**config.mk**
```make
export PLATFORM = sky130hd
export DESIGN_NAME = square_root
export DESIGN_NICKNAME = d
export VERILOG_FILES = /design/src/rtl/square_root.sv
export SDC_FILE = /design/constraint.sdc
export NUM_CORES = 1
export LEC_CHECK = 0
export CORE_ASPECT_RATIO = 1.5
export CORE_MARGIN = 4
export CORE_UTILIZATION = 50
export CTS_BUF_LIST = sky130_fd_sc_hd__clkbuf_16
export DETAILED_ROUTE_END_ITERATION = 7
export DONT_BUFFER_PORTS = 1
export GPL_TIMING_DRIVEN = 1
export PLACE_DENSITY = 0.7
export SYNTH_ARGS = -nofsm -noshare
export SYNTH_HDL_FRONTEND = slang
export SYNTH_SLANG_ARGS = --single-unit
export TNS_END_PERCENT = 1
```
**constraint.sdc**
```tcl
create_clock -name clk -period 2.59 [get_ports clk]
set_clock_uncertainty 0.2 [all_clocks]
set_input_delay 0.6475 -clock clk [delete_from_list [all_inputs] [get_ports clk]]
set_output_delay 0.6475 -clock clk [all_outputs]
set_load 0.05 [all_outputs]
```
**src/rtl/square_root.sv**
```systemverilog
// square_root: free-running floor square root and remainder, two radicand bits per cycle.
// A new result is published every WORD_LENGTH/2+2 cycles.
module square_root #(
    parameter int WORD_LENGTH = 16
) (
    input  logic                   clk,
    input  logic                   reset,
    input  logic [WORD_LENGTH-1:0] DataInput,
    output logic [WORD_LENGTH-1:0] result,
    output logic [WORD_LENGTH-1:0] residue
);
    localparam int H  = WORD_LENGTH / 2;
    localparam int RW = H + 2;
    localparam int CW = $clog2(H + 1);
    localparam logic [1:0] LOAD   = 2'd0;
    localparam logic [1:0] ITER   = 2'd1;
    localparam logic [1:0] UPDATE = 2'd2;

    logic [1:0]             state_q, state_d;
    logic [WORD_LENGTH-1:0] op_q, op_d;
    logic [RW-1:0]          rem_q, rem_d;
    logic [H-1:0]           root_q, root_d;
    logic [CW-1:0]          cnt_q, cnt_d;
    logic [WORD_LENGTH-1:0] result_q, result_d;
    logic [WORD_LENGTH-1:0] residue_q, residue_d;
    logic [RW-1:0]          rem_sh, trial;
    logic [H:0]             root_sh;
    logic                   ge;

    always_comb begin
        rem_sh    = {rem_q[RW-3:0], op_q[WORD_LENGTH-1:WORD_LENGTH-2]};
        trial     = {root_q, 2'b01};
        ge        = rem_sh >= trial;
        root_sh   = {root_q, ge};
        state_d   = state_q;
        op_d      = op_q;
        rem_d     = rem_q;
        root_d    = root_q;
        cnt_d     = cnt_q;
        result_d  = result_q;
        residue_d = residue_q;
        if (state_q == ITER) begin
            op_d    = op_q << 2;
            rem_d   = ge ? rem_sh - trial : rem_sh;
            root_d  = root_sh[H-1:0];
            cnt_d   = cnt_q - CW'(1);
            state_d = (cnt_q == CW'(1)) ? UPDATE : ITER;
        end else if (state_q == UPDATE) begin
            result_d  = WORD_LENGTH'(root_q);
            residue_d = WORD_LENGTH'(rem_q);
            state_d   = LOAD;
        end else begin
            op_d    = DataInput;
            rem_d   = '0;
            root_d  = '0;
            cnt_d   = CW'(H);
            state_d = ITER;
        end
    end

    always_ff @(posedge clk or negedge reset) begin
        if (!reset) begin
            state_q   <= LOAD;
            op_q      <= '0;
            rem_q     <= '0;
            root_q    <= '0;
            cnt_q     <= '0;
            result_q  <= '0;
            residue_q <= '0;
        end else begin
            state_q   <= state_d;
            op_q      <= op_d;
            rem_q     <= rem_d;
            root_q    <= root_d;
            cnt_q     <= cnt_d;
            result_q  <= result_d;
            residue_q <= residue_d;
        end
    end

    assign result  = result_q;
    assign residue = residue_q;
endmodule

```
==> results.py, run 1 <==
metrics = {
    "cts": {
        "clock_sinks": 58,
        "cts_made_buffers": 9,
        "clk_pin_slew_ns": 0.05,
        "clock_path_buffers": 2,
        "cts_root_buf": "clkbuf_16",
        "post_cts_buffers": 0,
        "insertion_delay_ns": 0.32,
        "cts_htree_levels": 3,
        "cts_tree": "built",
    },
    "timing": {
        "finalCritPeriodShare_pct": 92.0,
        "rsz0062_at_grt": "no",
        "layout_min_cycle_time_ns": 2.38,
        "worst_pin_slew_ns": 0.514,
        "timing.hold.ws_ns": 0.254,
        "slew-limit-headroom_pct": 65.6,
        "finalSetupTns_ns": 0,
        "hold_violations": 0,
        "fmax_mhz": 420,
        "setup_viol": 0,
        "maxSlewViolCount": 0,
    },
    "setup_path": {
        "reg2reg_from": "rem_q[0]$_DFFE_PN0N_",
        "crit_fanout": 11,
        "worst_path_max_delay_cell": "dfrtp_1",
        "cpPeakStageDelay_ns": 0.39,
        "crit_path_start_kind": "flop",
        "required_ns": 2.64,
        "rrSetupSlack_ns": 0.21,
        "worst_r2r_endpoint": "rem_q[1]$_DFFE_PN0N_",
        "rr_worst_depth": 7,
        "cp_data_arrival_time_ns": 2.43,
        "path_cells": "ha_1 > nor2b_4 > o311a_4 > o31ai_4 > nand3_4 > mux2_4 > o21ai_2",
        "crit_path_end_kind": "flop",
        "worstSetupPathType": "flop to flop",
    },
    "placed_design": {
        "dp.cells": 360,
        "gp_congestion": 0.845,
        "dp_hpwl_um": 4070,
        "io_buffers": 0,
    },
    "detailed_routing": {
        "drtAntennaViolNets": 0,
        "num_vias": 1995,
        "route.detailed.drc": 0,
        "drt_iter0_drc": 83,
        "drt_wl_total_um": 5630,
        "wl_per_cell_um": 14.9,
        "viasPerCell": 5.29,
        "first_pass_iters": 4,
    },
    "yosys": {
        "synth-seq-cells": 58,
        "synth.most_common_cell": "dfrtp_1",
        "yosys-top-cells-area": "dfrtp_1 51%, nand2_1 6.6%, ha_1 5.3%",
        "ys_warn_count": 0,
        "ys_seq_area_share_pct": 50.8,
        "yosysTopAreaCell": "dfrtp_1",
        "synth_cells": 297,
        "netlist_area_mm2": 0.00286,
        "synth_top_flop_cell": "dfrtp_1",
        "synth_cell_type_count": 40,
        "synth_commonest_cells": "58 x dfrtp_1, 50 x nand2_1, 35 x nor2_1, 20 x o22ai_1, 14 x buf_4",
        "avgSynthCellArea_um2": 9.62,
        "async_reset_ff_share_pct": 100,
        "yosysTopAreaCellShare_pct": 50.8,
        "synth_edf_count": 0,
    },
    "pwr": {
        "p_leak_nw": 1.49,
        "peakVddDrop_mv": 0.550,
        "design_power_total_mw": 4.08,
        "power_density_mw_per_mm2": 1280,
    },
    "floorplanning": {
        "boundaryPins": 50,
        "core_area_mm2": 0.00549,
        "start_util_pct": 52.0,
        "die_x_um": 69.7,
        "dieArea_mm2": 0.00701,
        "placementRows": 33,
        "die_h_um": 101,
    },
    "global_routing": {
        "grt_max_degree": 59,
        "grtUsageTotal_pct": 17.6,
        "overflow": 0,
        "antenna_found_initial": 0,
        "grt_pass1_vias": 2036,
        "grt_pass1_wl_um": 9620,
    },
    "finish": {
        "diodes": 0,
        "drive_above_1_share_pct": 9.45,
        "nets": 333,
        "area_delta_synth_final_pct": 11.3,
        "postLayoutCoreUtil_pct": 57.9,
        "final_cell_count_no_fill": 377,
    },
    "flow_run": {
        "drv_cap": 0,
    },
    "worst_hold_path": {
        "hold_path.class": "input port to flop",
        "hold_end": "op_q[7]$_DFFE_PN0N_",
        "hp-start": "DataInput[7]",
        "min_path_cells": 2,
    },
    "run_status": {
        "status": "finished clean",
    },
}
==> where the power goes <==
| group | internal, mW | switching (mW) |
|---|---|---|
| Sequential | 1.15 | 0.624 |
| Combinational | 0.544 | 0.773 |
| Clock | 0.622 | 0.368 |
==> worst max-delay path by stage <==
stage | depth (start not counted) | end | slack, ns | from
6_report | 7 | rem_q[1]$_DFFE_PN0N_ | 0.21 | rem_q[0]$_DFFE_PN0N_
5_1_grt | 8 | rem_q[1]$_DFFE_PN0N_ | 0.11 | root_q[0]$_DFFE_PN0N_
4_1_cts | 7 | rem_q[1]$_DFFE_PN0N_ | 0.1 | rem_q[0]$_DFFE_PN0N_
3_5_place_dp | 7 | rem_q[1]$_DFFE_PN0N_ | 0.12 | rem_q[0]$_DFFE_PN0N_
3_3_place_gp | 7 | rem_q[1]$_DFFE_PN0N_ | 0.14 | rem_q[0]$_DFFE_PN0N_
2_1_floorplan | 8 | rem_q[6]$_DFFE_PN0N_ | 0.44 | rem_q[0]$_DFFE_PN0N_
==> logic make-up after synthesis <==
family | after synthesis | share of synthesized area [%]
xor gates and xnor gates | 8 | 2.45
other | 1 | 0.131
buffers and inverters | 39 | 7.27
muxes | 8 | 2.98
adders and majority gates | 12 | 5.26
AOI/OAI and AO/OA | 66 | 15.2
DFF | 58 | 50.8
and+or+nand+nor | 105 | 15.9
==> layout by cell type (no fill, tap or decap), types with 2 or more instances in the layout <==
cell type / instances
nor3_1: 4
nand3_1: 2
buf_4: 7
clkbuf_16: 9
mux2i_1: 7
clkinv_2: 3
o21ai_1: 7
nand2_1: 50
a21oi_1: 10
clkinv_1: 2
nand2b_1: 3
nor2b_1: 4
o22ai_1: 20
xnor2_1: 6
a211oi_1: 2
nor2_1: 35
o21ai_0: 13
o221ai_1: 4
ha_1: 12
conb_1: 14
inv_1: 13
a22o_1: 3
dfrtp_1: 58
xor2_1: 2
==> worst max-delay path: cells and delay by family, from the launching register on <==
kind                     cells  cell delay (ns)
flip-flops                   1             0.39
multiplexers                 1             0.35
AND/OR/NAND/NOR              2             0.37
adder cells (fa/ha/maj)      1             0.36
AO/OA/AOI/OAI                3             0.64
==> timing repair <==
item / in CTS / in global routing
hold buffers: 2 / 0
resized for setup: 0 / 1
setup endpoints to repair: 0 / 1
hold endpoints to repair: 58 / 0
==> per-layer routing <==
| layer | track usage [%] | up-vias | part of all wire (%) |
|---|---|---|---|
| met2 | 31.7 | 39 | 54 |
| met5 | 0 | - | 0 |
| li1 | - | 1008 | - |
| met4 | 9.00 | 0 | 2.6 |
| met3 | 3.99 | 12 | 4.2 |
| met1 | 19.4 | 936 | 39 |
==> final cells by class <==
type,instances,area [µm²]
Inverter,12,45.0
Clock buffer,9,225
Sequential cell,58,1450
Timing Repair Buffer,9,90.1
Multi-Input combinational cell,213,1250
Clock inverter,6,26.3
Tap cell,70,87.6
Fill cell,488,2310
==> registers in the layout (all words and copies together) (netlist names) <==
name	count
state_q	2
cnt_q	4
residue	10
result	8
root_q	8
op_q	16
rem_q	10
==> stage by stage <==
| step | cell area [µm²] | setup WS, ns |
|---|---|---|
| 5_1_grt | 3180 | 0.106 |
| 6_report | 3180 | 0.207 |
| 3_5_place_dp | 2880 | 0.122 |
| 3_3_place_gp | 2880 | 0.144 |
| 2_1_floorplan | 2910 | 0.437 |
| 4_1_cts | 3170 | 0.0964 |
(Power assumes the default switching activity.)
==> run 2, diff against run 1 <==
--- a/config.mk
+++ b/config.mk
@@ -5,6 +5,8 @@
 export SDC_FILE = /design/constraint.sdc
 export NUM_CORES = 1
 export LEC_CHECK = 0
+export ABC_CLOCK_PERIOD_IN_PS = 2590
+export CAP_MARGIN = 20
 export CORE_ASPECT_RATIO = 1.5
 export CORE_MARGIN = 4
 export CORE_UTILIZATION = 50
@@ -12,6 +14,7 @@
 export DETAILED_ROUTE_END_ITERATION = 7
 export DONT_BUFFER_PORTS = 1
 export GPL_TIMING_DRIVEN = 1
+export MAX_ROUTING_LAYER = met4
 export PLACE_DENSITY = 0.7
 export SYNTH_ARGS = -nofsm -noshare
 export SYNTH_HDL_FRONTEND = slang
==> results.py, run 2 (same netlist as run 1, synthesis figures left out) <==
metrics = {
    "run_status": {
        "status": "finished clean",
    },
    "setup_path": {
        "path_cells": "ha_1 > or2_2 > o311a_4 > o31ai_4 > nand3_4 > mux2_4 > o21ai_2",
        "reg2reg_from": "rem_q[1]$_DFFE_PN0N_",
        "required_ns": 2.64,
        "cpPeakStageDelay_ns": 0.39,
        "cp_data_arrival_time_ns": 2.45,
        "rrSetupSlack_ns": 0.19,
        "crit_path_start_kind": "flop",
        "crit_fanout": 11,
        "rr_worst_depth": 7,
        "crit_path_end_kind": "flop",
        "cpLargestDelayFamily": "simple AND/OR/NAND/NOR gates",
        "worst_r2r_endpoint": "rem_q[1]$_DFFE_PN0N_",
        "worstSetupPathType": "flop to flop",
        "crit_buf_inv": 0,
        "worst_path_max_delay_cell": "dfrtp_1",
    },
    "cts": {
        "insertion_delay_ns": 0.32,
        "clock_path_buffers": 2,
        "cts_tree": "built",
        "cts_made_buffers": 9,
        "clock_sinks": 58,
        "cts_htree_levels": 3,
        "cts_root_buf": "clkbuf_16",
        "clk_pin_slew_ns": 0.05,
    },
    "floorplanning": {
        "die_h_um": 101,
        "die_x_um": 69.7,
        "dieArea_mm2": 0.00701,
        "boundaryPins": 50,
        "placementRows": 33,
        "core_area_mm2": 0.00549,
        "start_util_pct": 52.0,
    },
    "worst_hold_path": {
        "hold_path.class": "input port to flop",
        "hold_end": "op_q[3]$_DFFE_PN0N_",
        "hp-start": "DataInput[3]",
        "min_path_cells": 2,
    },
    "finish": {
        "largest_reg_flops": 16,
        "fillers": 493,
        "final_cell_mix": "58 x dfrtp_1, 50 x nand2_1, 35 x nor2_1",
        "final_cell_area_mm2": 0.00317,
        "drive_above_1_share_pct": 8.50,
        "multi_input_area_mm2": 0.00125,
        "final_common_cell": "dfrtp_1",
        "regMostFlops": "op_q",
        "postLayoutCoreUtil_pct": 57.8,
        "diodes": 0,
        "area_delta_synth_final_pct": 11.0,
        "nets": 333,
        "register_area_mm2": 0.00145,
    },
    "global_routing": {
        "antenna_found_initial": 0,
        "grt_pass1_wl_um": 9860,
        "grt_pass1_vias": 2136,
        "grtUsageTotal_pct": 18.7,
        "overflow": 0,
        "grt_max_degree": 59,
    },
    "pwr": {
        "p_leak_nw": 1.49,
        "peakVddDrop_mv": 0.465,
        "power_density_mw_per_mm2": 1280,
    },
    "timing": {
        "rsz0062_at_grt": "no",
        "finalCritPeriodShare_pct": 92.6,
        "finalSetupTns_ns": 0,
        "hold_violations": 0,
        "fmax_mhz": 417,
        "layout_min_cycle_time_ns": 2.40,
        "worst_pin_slew_ns": 0.553,
        "setup_slack_ns": 0.192,
        "maxSlewViolCount": 0,
        "setup_viol": 0,
        "slew-limit-headroom_pct": 63.1,
    },
    "detailed_routing": {
        "drt_wl_total_um": 5750,
        "first_pass_iters": 4,
        "route.detailed.drc": 0,
        "drtAntennaViolNets": 0,
        "wl_per_cell_um": 15.3,
        "viasPerCell": 5.37,
        "drt_iter0_drc": 101,
        "num_vias": 2020,
    },
    "flow_run": {
        "drv_cap": 0,
    },
    "placed_design": {
        "gp_congestion": 0.843,
        "io_buffers": 0,
        "dp_hpwl_um": 4150,
        "place_area_mm2": 0.00288,
        "dp_slack_ns": 0.106,
    },
}
## run 2: changes by cell type in the layout (fill, tap and decap cells not counted)
cell and delta:
clkinv_2 -3, inv_1 +3, clkinv_1 -1
## run 2: final cells by class
cell class                 instances  area share, %
clock inverter                     5          0.592
multi-input combinational        213           39.5
clock buffer                       9           7.10
timing repair buffer               9           2.84
inverter                          12           1.42
tap                               70           2.76
sequential                        58           45.8
## run 2: what timing repair did
action	CTS	global route
endpoints found under the hold margin	58	0
hold buffers	2	0
setup endpoints to repair	0	2
setup buffers	0	0
resized for setup	0	1
## run 2: worst max path at each step
stage,from,slack [ns],to,cells past startpoint
after floorplan,rem_q[0]$_DFFE_PN0N_,0.44,rem_q[6]$_DFFE_PN0N_,8
after global placement,rem_q[0]$_DFFE_PN0N_,0.14,rem_q[1]$_DFFE_PN0N_,7
after detailed placement,rem_q[0]$_DFFE_PN0N_,0.11,rem_q[1]$_DFFE_PN0N_,7
after CTS,rem_q[0]$_DFFE_PN0N_,0.08,rem_q[1]$_DFFE_PN0N_,7
after global routing,rem_q[1]$_DFFE_PN0N_,0.11,rem_q[1]$_DFFE_PN0N_,7
final,rem_q[1]$_DFFE_PN0N_,0.19,rem_q[1]$_DFFE_PN0N_,7
## run 2: power breakdown
group	internal [mW]	switching (mW)
clock network	0.613	0.350
logic	0.546	0.778
registers	1.15	0.627
total	2.31	1.76
## run 2: layer usage
layer,vias to the layer above,track usage [%],share of wire (%)
li1,999,-,-
met1,938,18.2,37
met2,61,31.8,53
met3,22,5.69,5.3
met4,0,13.0,4.8
met5,-,-,0
## run 2: per-stage QoR
step | std cells | hold WS [ns] | power, mW
CTS | 376 | 0.247 | 4.10
global route | 376 | 0.261 | 4.35
finish | 376 | 0.255 | 4.07
detailed placement | 360 | 0.153 | 3.09
floorplan | 310 | 0.152 | 2.84
global placement | 360 | 0.154 | 3.07
